--- src/rtl/byte_en_regfile.sv ---
// byte_en_regfile: DEPTH x DATA_W register file with per-byte write enables, a write-first
// registered read port and per-entry dirty flags. Optional lane parity via BYTE_EN_REGFILE_PARITY_EN.
module byte_en_regfile #(
  parameter int                DATA_W   = 32,
  parameter int                DEPTH    = 8,
  parameter int                ADDR_W   = 3,
  parameter logic [DATA_W-1:0] INIT_VAL = {DATA_W{1'b0}},
  localparam int               LANES    = (DATA_W - 1) / 8 + 1
) (
  input  logic              clk,
  input  logic              rst,
  input  logic              we,
  input  logic [ADDR_W-1:0] waddr,
  input  logic [LANES-1:0]  en,
  input  logic [DATA_W-1:0] d,
  input  logic              re,
  input  logic [ADDR_W-1:0] raddr,
  output logic [DATA_W-1:0] q,
  output logic              q_valid,
  output logic [DEPTH-1:0]  dirty,
  input  logic              clr_dirty,
  output logic              par_err
);

  logic [DATA_W-1:0] mem_q [DEPTH];
  logic [DATA_W-1:0] mem_d [DEPTH];
  logic [DEPTH-1:0]  wr_sel;
  logic [DEPTH-1:0]  dirty_q, dirty_d;
  logic [DATA_W-1:0] bit_en;
  logic [DATA_W-1:0] rd_word;
  logic [DATA_W-1:0] q_q, q_d;
  logic              q_valid_q;

  // Each data bit follows the enable of the lane it belongs to; the top lane may be partial.
  for (genvar gi = 0; gi < DATA_W; gi++) begin : g_bit_en
    assign bit_en[gi] = en[gi / 8];
  end

  // An all-zero enable is not a write at all, so it neither changes data nor marks dirty.
  for (genvar gi = 0; gi < DEPTH; gi++) begin : g_entry
    assign wr_sel[gi]  = we && (|en) && (waddr == ADDR_W'(gi));
    assign mem_d[gi]   = wr_sel[gi] ? ((mem_q[gi] & ~bit_en) | (d & bit_en)) : mem_q[gi];
    assign dirty_d[gi] = wr_sel[gi] | (dirty_q[gi] & ~clr_dirty);
  end

  // Reading the post-write value gives write-first bypass; no match means out of range.
  always_comb begin
    rd_word = INIT_VAL;
    for (int i = 0; i < DEPTH; i++) begin
      if (raddr == ADDR_W'(i)) begin
        rd_word = mem_d[i];
      end
    end
  end

  assign q_d = re ? rd_word : q_q;

  always_ff @(posedge clk or posedge rst) begin
    if (rst) begin
      for (int i = 0; i < DEPTH; i++) begin
        mem_q[i] <= INIT_VAL;
      end
      q_q       <= INIT_VAL;
      q_valid_q <= 1'b0;
      dirty_q   <= '0;
    end else begin
      for (int i = 0; i < DEPTH; i++) begin
        mem_q[i] <= mem_d[i];
      end
      q_q       <= q_d;
      q_valid_q <= re;
      dirty_q   <= dirty_d;
    end
  end

  assign q       = q_q;
  assign q_valid = q_valid_q;
  assign dirty   = dirty_q;

`ifdef BYTE_EN_REGFILE_PARITY_EN
  logic [DEPTH-1:0][LANES-1:0] par_q, par_d;
  logic [LANES-1:0]            init_par, d_par, rd_par_calc, rd_par_stored, byp_lane;
  logic [DATA_W-1:0]           rd_raw;
  logic                        rd_in_range;
  logic                        par_err_q;

  for (genvar gi = 0; gi < LANES; gi++) begin : g_lane
    localparam int LO = 8 * gi;
    localparam int HI = (8 * gi + 7 < DATA_W) ? 8 * gi + 7 : DATA_W - 1;
    assign init_par[gi]    = ^INIT_VAL[HI:LO];
    assign d_par[gi]       = ^d[HI:LO];
    assign rd_par_calc[gi] = ^rd_raw[HI:LO];
  end

  for (genvar gi = 0; gi < DEPTH; gi++) begin : g_par
    assign par_d[gi] = wr_sel[gi] ? ((par_q[gi] & ~en) | (d_par & en)) : par_q[gi];
  end

  // The check uses stored data, not the bypassed word; lanes being overwritten are excluded.
  always_comb begin
    rd_raw        = INIT_VAL;
    rd_par_stored = '0;
    for (int i = 0; i < DEPTH; i++) begin
      if (raddr == ADDR_W'(i)) begin
        rd_raw        = mem_q[i];
        rd_par_stored = par_q[i];
      end
    end
  end

  assign rd_in_range = {1'b0, raddr} < (ADDR_W + 1)'(DEPTH);
  assign byp_lane    = (we && waddr == raddr) ? en : '0;

  always_ff @(posedge clk or posedge rst) begin
    if (rst) begin
      par_q     <= {DEPTH{init_par}};
      par_err_q <= 1'b0;
    end else begin
      par_q     <= par_d;
      par_err_q <= re && rd_in_range && (|((rd_par_calc ^ rd_par_stored) & ~byp_lane));
    end
  end

  assign par_err = par_err_q;
`else
  assign par_err = 1'b0;
`endif

endmodule

--- config.mk ---
export PLATFORM = sky130hd
export DESIGN_NAME = byte_en_regfile
export DESIGN_NICKNAME = d
export VERILOG_FILES = /design/src/rtl/byte_en_regfile.sv
export SDC_FILE = /design/constraint.sdc
export NUM_CORES = 1
export LEC_CHECK = 0
export BUFFER_PORTS_ARGS = -buffer_cell sky130_fd_sc_hd__buf_2
export CAP_MARGIN = 5
export CORE_ASPECT_RATIO = 0.75
export CORE_UTILIZATION = 41
export DETAILED_ROUTE_END_ITERATION = 7
export PLACE_DENSITY = 0.68
export SKIP_CTS_REPAIR_TIMING = 1
export SLEW_MARGIN = 20
export SYNTH_ARGS = -nofsm -noshare
export SYNTH_HDL_FRONTEND = slang
export SYNTH_SLANG_ARGS = --single-unit
--- constraint.sdc ---
create_clock -name clk -period 9.83 [get_ports clk]
set_input_delay 0.4915 -clock clk [delete_from_list [all_inputs] [get_ports clk]]
set_output_delay 0.4915 -clock clk [all_outputs]
set_load 0.1 [all_outputs]
==> results.ini, run 1 <==
[pwr]
power_frac_seq_pct = 43.9
peakVddDrop_uv = 145
power_frac_clock_pct = 35.5
p_sw_mw = 1.05
pwr-share-comb_pct = 20.6
p_sw_share_pct = 29.3
powerDensity_nw_per_um2 = 231
intPower_mw = 2.53
leakagePower_nw = 6.60

[placement]
gp_congestion = 0.945
place_area_um2 = 14400
io_buffers = 87
hpwlAfterDp_um = 24500

[worst_setup_path]
path_cells = buf_2, nand3_1, nor3_1, a221oi_1, o2bb2ai_1
r2r_cells = 5
cp_slowest_cell = nor3_1
critical_path_class = in -> reg
critPathCaptureType = flop
reg2reg_slack_ps = 8250
timing.rr.end = q[31]$_DFFE_PP0P_
critPathBufInv = 1
worstPathRequired_ps = 10310
worst-path-max-fanout = 26
start_kind = primary input
crit_arrival_ps = 3020
max_stage_delay_ps = 930
cp.depth = 5
worstReg2RegStart = mem_q[255]$_DFF_PP0_
critical_path.top_delay_family = simple AND/OR/NAND/NOR gates

[synthesis]
syn_avg_cell_area_um2 = 12.9
syn-num-nets = 1105
synth_warnings = 0
netlist.area_leader.share_pct = 54.4
synth-async-reset-ratio_pct = 100
synth_seq_cells = 297
ys.flop_type = dfrtp_1
yosysMostFrequentCell = dfrtp_1
syn-instance-count = 1058
synth.area.top_cells = dfrtp_1 54%, mux2_2 18%, a222oi_1 1.4%, o21ai_0 1.4%, a21oi_1 1.3%
synth_cell_types = 78
synthTopCellsByCount = 297 x dfrtp_1, 220 x mux2_2, 43 x nand2_1
yosys.area.top_type = dfrtp_1
synth-seq-area-share_pct = 54.4
synth-edff-count = 0
synth_area_um2 = 13700

[cts]
clock_latency_ps = 570
cts_sinks = 297
htreeDepth = 1
clk_pin_slew_ps = 60
cts_made_buffers = 30
clockBufferDepth = 3
cts_root_buffer = clkbuf_16
cts_tree = built

[floorplan]
die_x_um = 213
dieArea_um2 = 34100
fp-row-count = 57
chipHeight_um = 160
coreArea_um2 = 32600
start_util_pct = 41.9
ios = 89

[finish]
syn_to_final_growth_pct = 13.2
fillCellCount = 2968
final_area_um2 = 15500
layout.nets = 1176
layout-drive-gt1-share_pct = 38.2

[sta]
finalSetupViolCount = 0
fmaxAchievable_mhz = 394
setup_tns_ps = 0
rsz0062_at_grt = false
finalMaxSlewViolations = 0
finClkSkew_ps = 12.8
period_share_pct = 25.8
slew_headroom_pct = 27.6
hold_viol_final = 0
tightest_slew_ps = 1080
period_minus_slack_ps = 2540
whs_ps = 112

[status]
status = complete, no violations

[global_routing]
grt_antenna_before_repair = 4
grt_pass1_vias = 9729
grtUsageTotal_pct = 22.7
grt_max_degree = 159
grt.overflow.total = 0
grt_pass1_wl_um = 59100

[routing]
remaining_drc_errors = 0
num_vias = 9566
drt-initial-drc-count = 849
vias_per_cell = 5.99
drt-pass1-iter-count = 5
dr_wl_met2_um = 16100
wl_met1_um = 17600
wl_um = 37900
avgRoutedWirePerCell_um = 23.7
highest_layer = met5
wl_met3_um = 3310
ant_nets = 0

[flow_run]
cap_violations = 0

[hold_path]
hold_path.class = in -> async

[placed cells by master (no fill, tap or decap), types with 7 or more instances in the layout]
cell       count
o32ai_1        8
buf_4          8
a222oi_1      19
a221oi_1      20
a21boi_0       8
a22oi_1       12
buf_2         87
o22ai_1       20
o21a_1        18
o211ai_1      11
a21o_1         9
clkinv_2       7
nand3_1       13
o221ai_1      15
clkbuf_16     31
clkbuf_8       8
nand2_1       43
mux2_2       220
a21oi_1       34
and3_1         8
inv_1         20
nor2_2        17
nor2_1        17
o22a_1        14
o21ai_0       37
dfrtp_1      297
o21ai_1        9
[worst max-delay path by stage]
| stage | from | to | slack (ps) |
|---|---|---|---|
| floorplan | rst | dirty[0]$_DFF_PP0_ | 1130 |
| global placement | we | q[6]$_DFFE_PP0P_ | 6840 |
| detailed placement | waddr[0] | q[30]$_DFFE_PP0P_ | 6760 |
| CTS | waddr[0] | q[30]$_DFFE_PP0P_ | 7370 |
| global route | waddr[0] | q[25]$_DFFE_PP0P_ | 7200 |
| finish | waddr[0] | q[6]$_DFFE_PP0P_ | 7290 |
[worst register-to-register path, cell delays in order (launching register included)]
cell       delay [ps]
dfrtp_1           320
a21boi_0          270
a211oi_1           90
a2bb2oi_1         150
a221oi_1          470
o22a_1            220
[kinds of logic (layout without fill, tap and decap cells)]
family          Yosys count  after routing  synth area share, %
compound gates          278            278                 15.0
xor+xnor                  1              1               0.0641
mux                     233            233                 19.3
flops                   297            297                 54.4
buf+inv                  79            174                 3.54
other cells               1              3               0.0274
simple gates            169            169                 7.69
[area by class of cell]
type                            count  area, µm²  area share (%)
Timing Repair Buffer               96        515            3.33
Antenna cell                        2       5.00          0.0324
Clock inverter                     16        218            1.41
Multi-Input combinational cell    682       5760            37.3
Sequential cell                   297       7430            48.1
Tap cell                          442        553            3.58
Clock buffer                       40        890            5.75
Inverter                           22       90.1           0.582
[power by group through the flow]
stage                     clock, mW  sequential, mW  combinational (mW)
after floorplan                   0            1.73               0.425
after global placement            0            1.58               0.714
after detailed placement          0            1.59               0.734
after CTS                      1.29            1.57               0.736
after global routing           1.33            1.60               0.793
final                          1.27            1.57               0.736
[flip-flops by register name (all words and copies together) (netlist names)]
name and cells:
q_valid 1, dirty 8, q 32, mem_q 256
[metrics by stage]
step                      utilization [%]  worst slack [ps]  std cells  power [mW]
after global placement               44.0              6840       1539        2.29
final                                47.5              7290       1597        3.57
after global routing                 47.4              7200       1596        3.73
after floorplan                         -              1130       1058        2.16
after CTS                            47.4              7370       1595        3.59
after detailed placement             44.0              6760       1539        2.33
[layer usage]
metal / vias up / GRT usage (%)
met3: 69 / 5.55
li1: 4164 / -
met1: 4931 / 34.8
met4: 2 / 5.36
met2: 400 / 31.8
met5: - / 0
(Power assumes the default switching activity.)
==> run 2: changes to the inputs <==
--- a/config.mk
+++ b/config.mk
@@ -5,12 +5,13 @@
 export SDC_FILE = /design/constraint.sdc
 export NUM_CORES = 1
 export LEC_CHECK = 0
+export ABC_AREA = 1
 export BUFFER_PORTS_ARGS = -buffer_cell sky130_fd_sc_hd__buf_2
 export CAP_MARGIN = 5
 export CORE_ASPECT_RATIO = 0.75
 export CORE_UTILIZATION = 41
 export DETAILED_ROUTE_END_ITERATION = 7
-export PLACE_DENSITY = 0.68
+export PLACE_DENSITY = 0.7
 export SKIP_CTS_REPAIR_TIMING = 1
 export SLEW_MARGIN = 20
 export SYNTH_ARGS = -nofsm -noshare
==> constraint.sdc (replaced) <==
create_clock -name clk -period 2.2 [get_ports clk]
set_input_delay 0.11 -clock clk [delete_from_list [all_inputs] [get_ports clk]]
set_output_delay 0.11 -clock clk [all_outputs]
set_load 0.1 [all_outputs]
==> run 2 against run 1 <==
  * The flow now finishes with violations (DRC)
  * Sequential power grew to 4.5 times the previous value
  * Die area increased by 7.5%
  * First-iteration DRC count up 39%
  * Register-to-register slack lost 7500 ps
  * Sequential share of layout area down 5.3 points
  * Non-clock buffer count rose by 90
  * Synthesized area is 7.6% higher
  * Critical path depth increased by 8
  * Cell count is 60% higher
  * Global-route usage up 2.0 points
  * Utilization increased by 2.2 points
  * Clock power rose to 4.3 times the previous value
  * Largest cell class unchanged
  * Largest power group unchanged
==> results.ini, run 2 <==
[synthesis]
synth-async-reset-ratio_pct = 100  ; unchanged
synth_area_um2 = 14700  ; +7.6%
syn-num-nets = 2015  ; +82%
synth.area.top_cells = dfrtp_1 51%, nand2_1 20%, a21oi_1 5.6%, o21ai_0 5.2%, o21ai_1 4.7%
synth_cell_types = 26  ; -67%
yosys.area.top_type = dfrtp_1
synthTopCellsByCount = 772 x nand2_1, 297 x dfrtp_1, 164 x a21oi_1
synth-edff-count = 0  ; unchanged
synth_seq_cells = 297  ; unchanged
netlist.area_leader.share_pct = 50.5  ; -3.8 points
synth_warnings = 0  ; unchanged
syn_avg_cell_area_um2 = 7.47  ; -42%
ys.flop_type = dfrtp_1
synth-seq-area-share_pct = 50.5  ; -3.8 points
syn-instance-count = 1968  ; +86%
yosysMostFrequentCell = nand2_1

[routing]
ant_nets = 0  ; unchanged
vias_per_cell = 5.36  ; -10%
drt-initial-drc-count = 1184  ; +39%
wl_um = 44500  ; +17%
remaining_drc_errors = 6  ; +6
drt-pass1-iter-count = 7  ; +2
num_vias = 13692  ; +43%
avgRoutedWirePerCell_um = 17.4  ; -27%

[cts]
cts_root_buffer = clkbuf_16
cts_sinks = 297  ; unchanged
clock_latency_ps = 550  ; -20 ps
htreeDepth = 1  ; unchanged
cts_made_buffers = 31  ; +3.3%
cts_tree = built
clk_pin_slew_ps = 60  ; about the same
clockBufferDepth = 3  ; unchanged

[status]
status = finished, violations left
violations = DRC

[sta]
finalSetupViolCount = 0  ; unchanged
finClkSkew_ps = 6.99  ; -5.83 ps
slew_headroom_pct = 53.4  ; +26 points
setup_tns_ps = 0  ; unchanged
finalMaxSlewViolations = 0  ; unchanged
tightest_slew_ps = 699  ; -383 ps
rsz0062_at_grt = false
fmaxAchievable_mhz = 546
hold_viol_final = 0  ; unchanged
layout_setup_ws_ps = 369  ; -6920 ps
period_minus_slack_ps = 1830
period_share_pct = 83.2

[finish]
layout-drive-gt1-share_pct = 11.6  ; -27 points
ff_latch_area_um2 = 7430  ; unchanged
syn_to_final_growth_pct = 18.2
layout_common_cells = 771 x nand2_1, 297 x dfrtp_1, 164 x a21oi_1
largest_register_ffs = 256  ; unchanged
layout.nets = 2119  ; +80%
final_area_um2 = 17400  ; +12%
fillCellCount = 3375  ; +14%
largest-register = mem_q
multiInputGateArea_um2 = 6170  ; +7.1%
fin_util_pct = 49.7  ; +2.2 points
layout_commonest_cell = nand2_1

[pwr]
intPower_mw = 10.8  ; +330%
power_frac_clock_pct = 33.6  ; -1.9 points
powerDensity_nw_per_um2 = 925  ; +300%
pwr-share-comb_pct = 22.9  ; +2.3 points
leakagePower_nw = 8.86  ; +34%
power_frac_seq_pct = 43.4  ; -0.5 points
fin_total_pwr_mw = 16.1  ; +350%
peakVddDrop_uv = 697  ; +380%
p_sw_share_pct = 32.6  ; +3.3 points
p_sw_mw = 5.25  ; +400%

[worst_setup_path]
worst-path-max-fanout = 30  ; +15%
worstReg2RegStart = mem_q[242]$_DFF_PP0_
r2r_cells = 10  ; +5
max_stage_delay_ps = 530  ; -400 ps
reg2reg_slack_ps = 790  ; -7460 ps
critical_path.top_delay_family = simple AND/OR/NAND/NOR gates
worstPathRequired_ps = 2690  ; -7620 ps
crit_arrival_ps = 2320  ; -700 ps
critPathBufInv = 4  ; +3
path_common_cell = nand2_1
start_kind = primary input
cp-endpoint = q[20]$_DFFE_PP0P_
cp.depth = 13  ; +8
critical_path_class = in -> reg
crit_start = waddr[2]
timing.rr.end = q[18]$_DFFE_PP0P_
critPathCaptureType = flop
cp_slowest_cell = dlygate4sd3_1
path_cells = dlygate4sd3_1, buf_2, inv_2, nor2_2, nand3_2, buf_12, nor2_2, nand2_1, nand2_1, nand2_1, nand4_1, nand2_1, nand2_1

[global_routing]
grt_pass1_wl_um = 71700  ; +21%
grt_antenna_before_repair = 0  ; -4
grt.overflow.total = 0  ; unchanged
grtUsageTotal_pct = 24.7  ; +2.0 points
grt_pass1_vias = 13168  ; +35%
grt_max_degree = 114  ; -28%

[placement]
io_buffers = 87  ; unchanged
gp_congestion = 0.850  ; -10%
pre_cts_slack_ps = 310  ; -6450 ps
place_area_um2 = 16000  ; +11%
hpwlAfterDp_um = 28500  ; +16%

[floorplan]
die_x_um = 221  ; +3.7%
chipHeight_um = 166  ; +3.7%
dieArea_um2 = 36600  ; +7.5%
ios = 89  ; unchanged
fp-row-count = 59  ; +3.5%
coreArea_um2 = 35000  ; +7.4%
start_util_pct = 42.0  ; +0.093 points

[hold_path]
hold_path.class = in -> reg

[flow_run]
cap_violations = 0  ; unchanged

[run 2: cell count changes in the layout (fill, tap and decap cells not counted), sizes merged, moves of 22 or more]
cell,before,now
nand3,17,73
o21ai,47,291
mux2,229,0
a21oi,35,164
inv,22,153
nand4,4,35
nand2,48,777
buf,96,150
dlygate4sd3,0,36
o22ai,22,0
[run 2: stage by stage]
step                      hold WS [ps]  cells
after floorplan                    141   1968
after global placement            85.0   2460
after detailed placement          85.3   2460
after CTS                         -485   2516
after global routing              16.3   2552
final                             10.9   2553
[run 2: area by class of cell]
type	count	share of cell area (%)
clock buffer	43	5.07
timing repair buffer	186	9.09
clock inverter	13	0.986
inverter	153	3.34
antenna	1	0.0144
multi-input combinational	1403	35.5
sequential	297	42.7
tap	457	3.29
[run 2: worst min path at each step]
stage	from	end	slack, ps	cells after the start
floorplan	re	q_valid$_DFF_PP0_	140	0
global placement	rst	mem_q[220]$_DFF_PP0_	90	2
detailed placement	rst	mem_q[220]$_DFF_PP0_	90	2
CTS	rst	mem_q[61]$_DFF_PP0_	-490	2
global route	en[2]	mem_q[112]$_DFF_PP0_	20	3
finish	en[2]	mem_q[117]$_DFF_PP0_	10	3
[run 2: tightest hold or removal path: stages]
cell,delay (ps)
buf_2,170
nand2_1,120
o21ai_1,110
[run 2: metal layers]
layer | global-route usage (%) | wire, µm
met4 | 6.37 | 1080
met5 | 0 | 0
met2 | 37.2 | 19600
met3 | 3.39 | 3550
met1 | 37.2 | 20300
[run 2: logic make-up (layout without fill, tap and decap cells)]
group / count (synthesis) / in the layout / share of synthesized area [%]
DFF: 297 / 297 / 50.5
AOI/OAI and AO/OA: 455 / 455 / 15.5
buffers and inverters: 268 / 395 / 7.81
and+or+nand+nor: 947 / 947 / 26.1
other: 1 / 2 / 0.0255
[run 2: power by group through the flow]
stage	clock [mW]	sequential (mW)	combinational [mW]
2_1_floorplan	0	7.77	1.96
3_3_place_gp	0	7.03	3.51
3_5_place_dp	0	7.07	3.61
4_1_cts	5.51	6.98	3.63
5_1_grt	5.71	7.10	4.12
6_report	5.41	6.99	3.69
==> run 3: changes to the inputs <==
--- a/config.mk
+++ b/config.mk
@@ -5,13 +5,13 @@
 export SDC_FILE = /design/constraint.sdc
 export NUM_CORES = 1
 export LEC_CHECK = 0
-export ABC_AREA = 1
+export ABC_AREA = 0
 export BUFFER_PORTS_ARGS = -buffer_cell sky130_fd_sc_hd__buf_2
 export CAP_MARGIN = 5
 export CORE_ASPECT_RATIO = 0.75
 export CORE_UTILIZATION = 41
 export DETAILED_ROUTE_END_ITERATION = 7
-export PLACE_DENSITY = 0.7
+export PLACE_DENSITY = 0.68
 export SKIP_CTS_REPAIR_TIMING = 1
 export SLEW_MARGIN = 20
 export SYNTH_ARGS = -nofsm -noshare
==> constraint.sdc (replaced) <==
create_clock -name clk -period 1.7 [get_ports clk]
set_input_delay 0.085 -clock clk [delete_from_list [all_inputs] [get_ports clk]]
set_output_delay 0.085 -clock clk [all_outputs]
set_load 0.1 [all_outputs]
==> run 3 against run 2 <==
  * The flow now finishes without violations
  * Clock-buffer cell count is 2 higher
  * Clock power is 20% higher
  * Combinational power is 28% higher
  * Sequential share of layout area is 0.058 points higher
  * Highest routed layer unchanged
==> results.ini, run 3 (synthesized netlist as in run 1, its figures left out) <==
[routing]
vias_per_cell = 5.70  ; +6.2%
ant_nets = 0  ; unchanged
wl_um = 39700  ; -11%
num_vias = 10270  ; -25%
remaining_drc_errors = 0  ; -6
drt-pass1-iter-count = 6  ; -1
avgRoutedWirePerCell_um = 22.0  ; +26%
drt-initial-drc-count = 998  ; -16%

[finish]
largest-register = mem_q
layout-drive-gt1-share_pct = 44.9  ; +33 points
largest_register_ffs = 256  ; unchanged
ff_latch_area_um2 = 7430  ; unchanged
layout_common_cells = 297 x dfrtp_1, 202 x mux2_2, 165 x buf_4
layout_commonest_cell = dfrtp_1
multiInputGateArea_um2 = 5890  ; -4.5%
final_area_um2 = 17400  ; -0.14%
layout.nets = 1388  ; -34%
syn_to_final_growth_pct = 27.1
fillCellCount = 2779  ; -18%

[sta]
tightest_slew_ps = 928  ; +229 ps
fmaxAchievable_mhz = 617
whs_ps = 25.2  ; +14.2 ps
rsz0062_at_grt = false
finalSetupViolCount = 0  ; unchanged
period_minus_slack_ps = 1620
hold_viol_final = 0  ; unchanged
slew_headroom_pct = 38.2  ; -15 points
finClkSkew_ps = 32.1  ; +25.1 ps
finalMaxSlewViolations = 0  ; unchanged
period_share_pct = 95.4

[status]
status = complete, no violations

[worst_setup_path]
crit_arrival_ps = 2050  ; -270 ps
start_kind = primary input
timing.rr.end = q[31]$_DFFE_PP0P_
worstPathRequired_ps = 2130  ; -560 ps
critical_path_class = in -> reg
worstReg2RegStart = mem_q[255]$_DFF_PP0_
reg2reg_slack_ps = 200  ; -590 ps
r2r_cells = 5  ; -5
critPathCaptureType = flop
worst-path-max-fanout = 12  ; -60%

[floorplan]
die_x_um = 213  ; -3.6%
ios = 89  ; unchanged
start_util_pct = 41.9  ; -0.093 points
coreArea_um2 = 32600  ; -6.9%
chipHeight_um = 160  ; -3.6%
fp-row-count = 57  ; -3.4%
dieArea_um2 = 34100  ; -7.0%

[pwr]
peakVddDrop_uv = 870  ; +25%
leakagePower_nw = 7.67  ; -13%
fin_total_pwr_mw = 20.3  ; +26%
powerDensity_nw_per_um2 = 1170  ; +26%

[hold_path]
min_delay_path_depth = 4  ; +1
hold_path.class = in -> reg
whs_endpoint = dirty[1]$_DFF_PP0_
hold_start = waddr[1]

[cts]
cts_made_buffers = 30  ; -3.2%
htreeDepth = 1  ; unchanged
cts_root_buffer = clkbuf_16
clk_pin_slew_ps = 60  ; about the same
cts_sinks = 297  ; unchanged
cts_tree = built
clock_latency_ps = 580  ; +30 ps
clockBufferDepth = 3  ; unchanged

[global_routing]
grt_max_degree = 94  ; -18%
grtUsageTotal_pct = 23.8  ; -0.95 points
grt_antenna_before_repair = 1  ; +1
grt_pass1_vias = 10404  ; -21%
grt.overflow.total = 0  ; unchanged
grt_pass1_wl_um = 62200  ; -13%

[placement]
place_area_um2 = 16000  ; +0.41%
hpwlAfterDp_um = 28200  ; -1.1%
io_buffers = 87  ; unchanged
gp_congestion = 0.957  ; +13%

[flow_run]
cap_violations = 0  ; unchanged

run 3: area by class of cell:
cell class,count,area share [%]
sequential,297,42.8
multi-input combinational,682,33.9
timing repair buffer,308,14.0
clock buffer,45,5.23
tap,442,3.18
inverter,22,0.497
clock inverter,6,0.317
antenna,1,0.0144
run 3: per-layer routing:
metal,GRT usage (%),vias to the layer above,wire length (µm)
met4,5.30,0,790
met5,0,-,0
met1,36.3,5279,19100
li1,-,4582,-
met2,34.0,352,16900
met3,5.33,57,2870
run 3: how the worst max path moves through the flow:
stage | start | endpoint | cells after the start
after floorplan | rst | dirty[0]$_DFF_PP0_ | 1
after global placement | we | q[2]$_DFFE_PP0P_ | 8
after detailed placement | we | q[7]$_DFFE_PP0P_ | 8
after CTS | we | q[7]$_DFFE_PP0P_ | 8
after global routing | waddr[0] | q[8]$_DFFE_PP0P_ | 7
final | we | q[7]$_DFFE_PP0P_ | 8
run 3: through the flow:
stage	setup slack, ps	util [%]	setup TNS (ps)	cells
floorplan	-2330	-	-692720	1058
global placement	-411	49.2	-11150	1715
detailed placement	-404	49.2	-11760	1715
CTS	143	52.2	0	1766
global route	41.9	53.3	0	1803
finish	78.7	53.3	0	1803
run 3: power by group:
group          leakage, nW  switching, mW  internal [mW]
logic                 3.54           2.77           1.94
registers             3.66          0.530           8.58
clock network        0.480           2.68           3.79
total                 7.67           5.98           14.3
run 3: worst max-delay path: stages:
cell and delay [ps]:
buf_2 270, nand2_2 150, or3_1 410, buf_4 220, mux2_4 320, a222oi_1 270, nand2_1 150, o2bb2ai_1 150
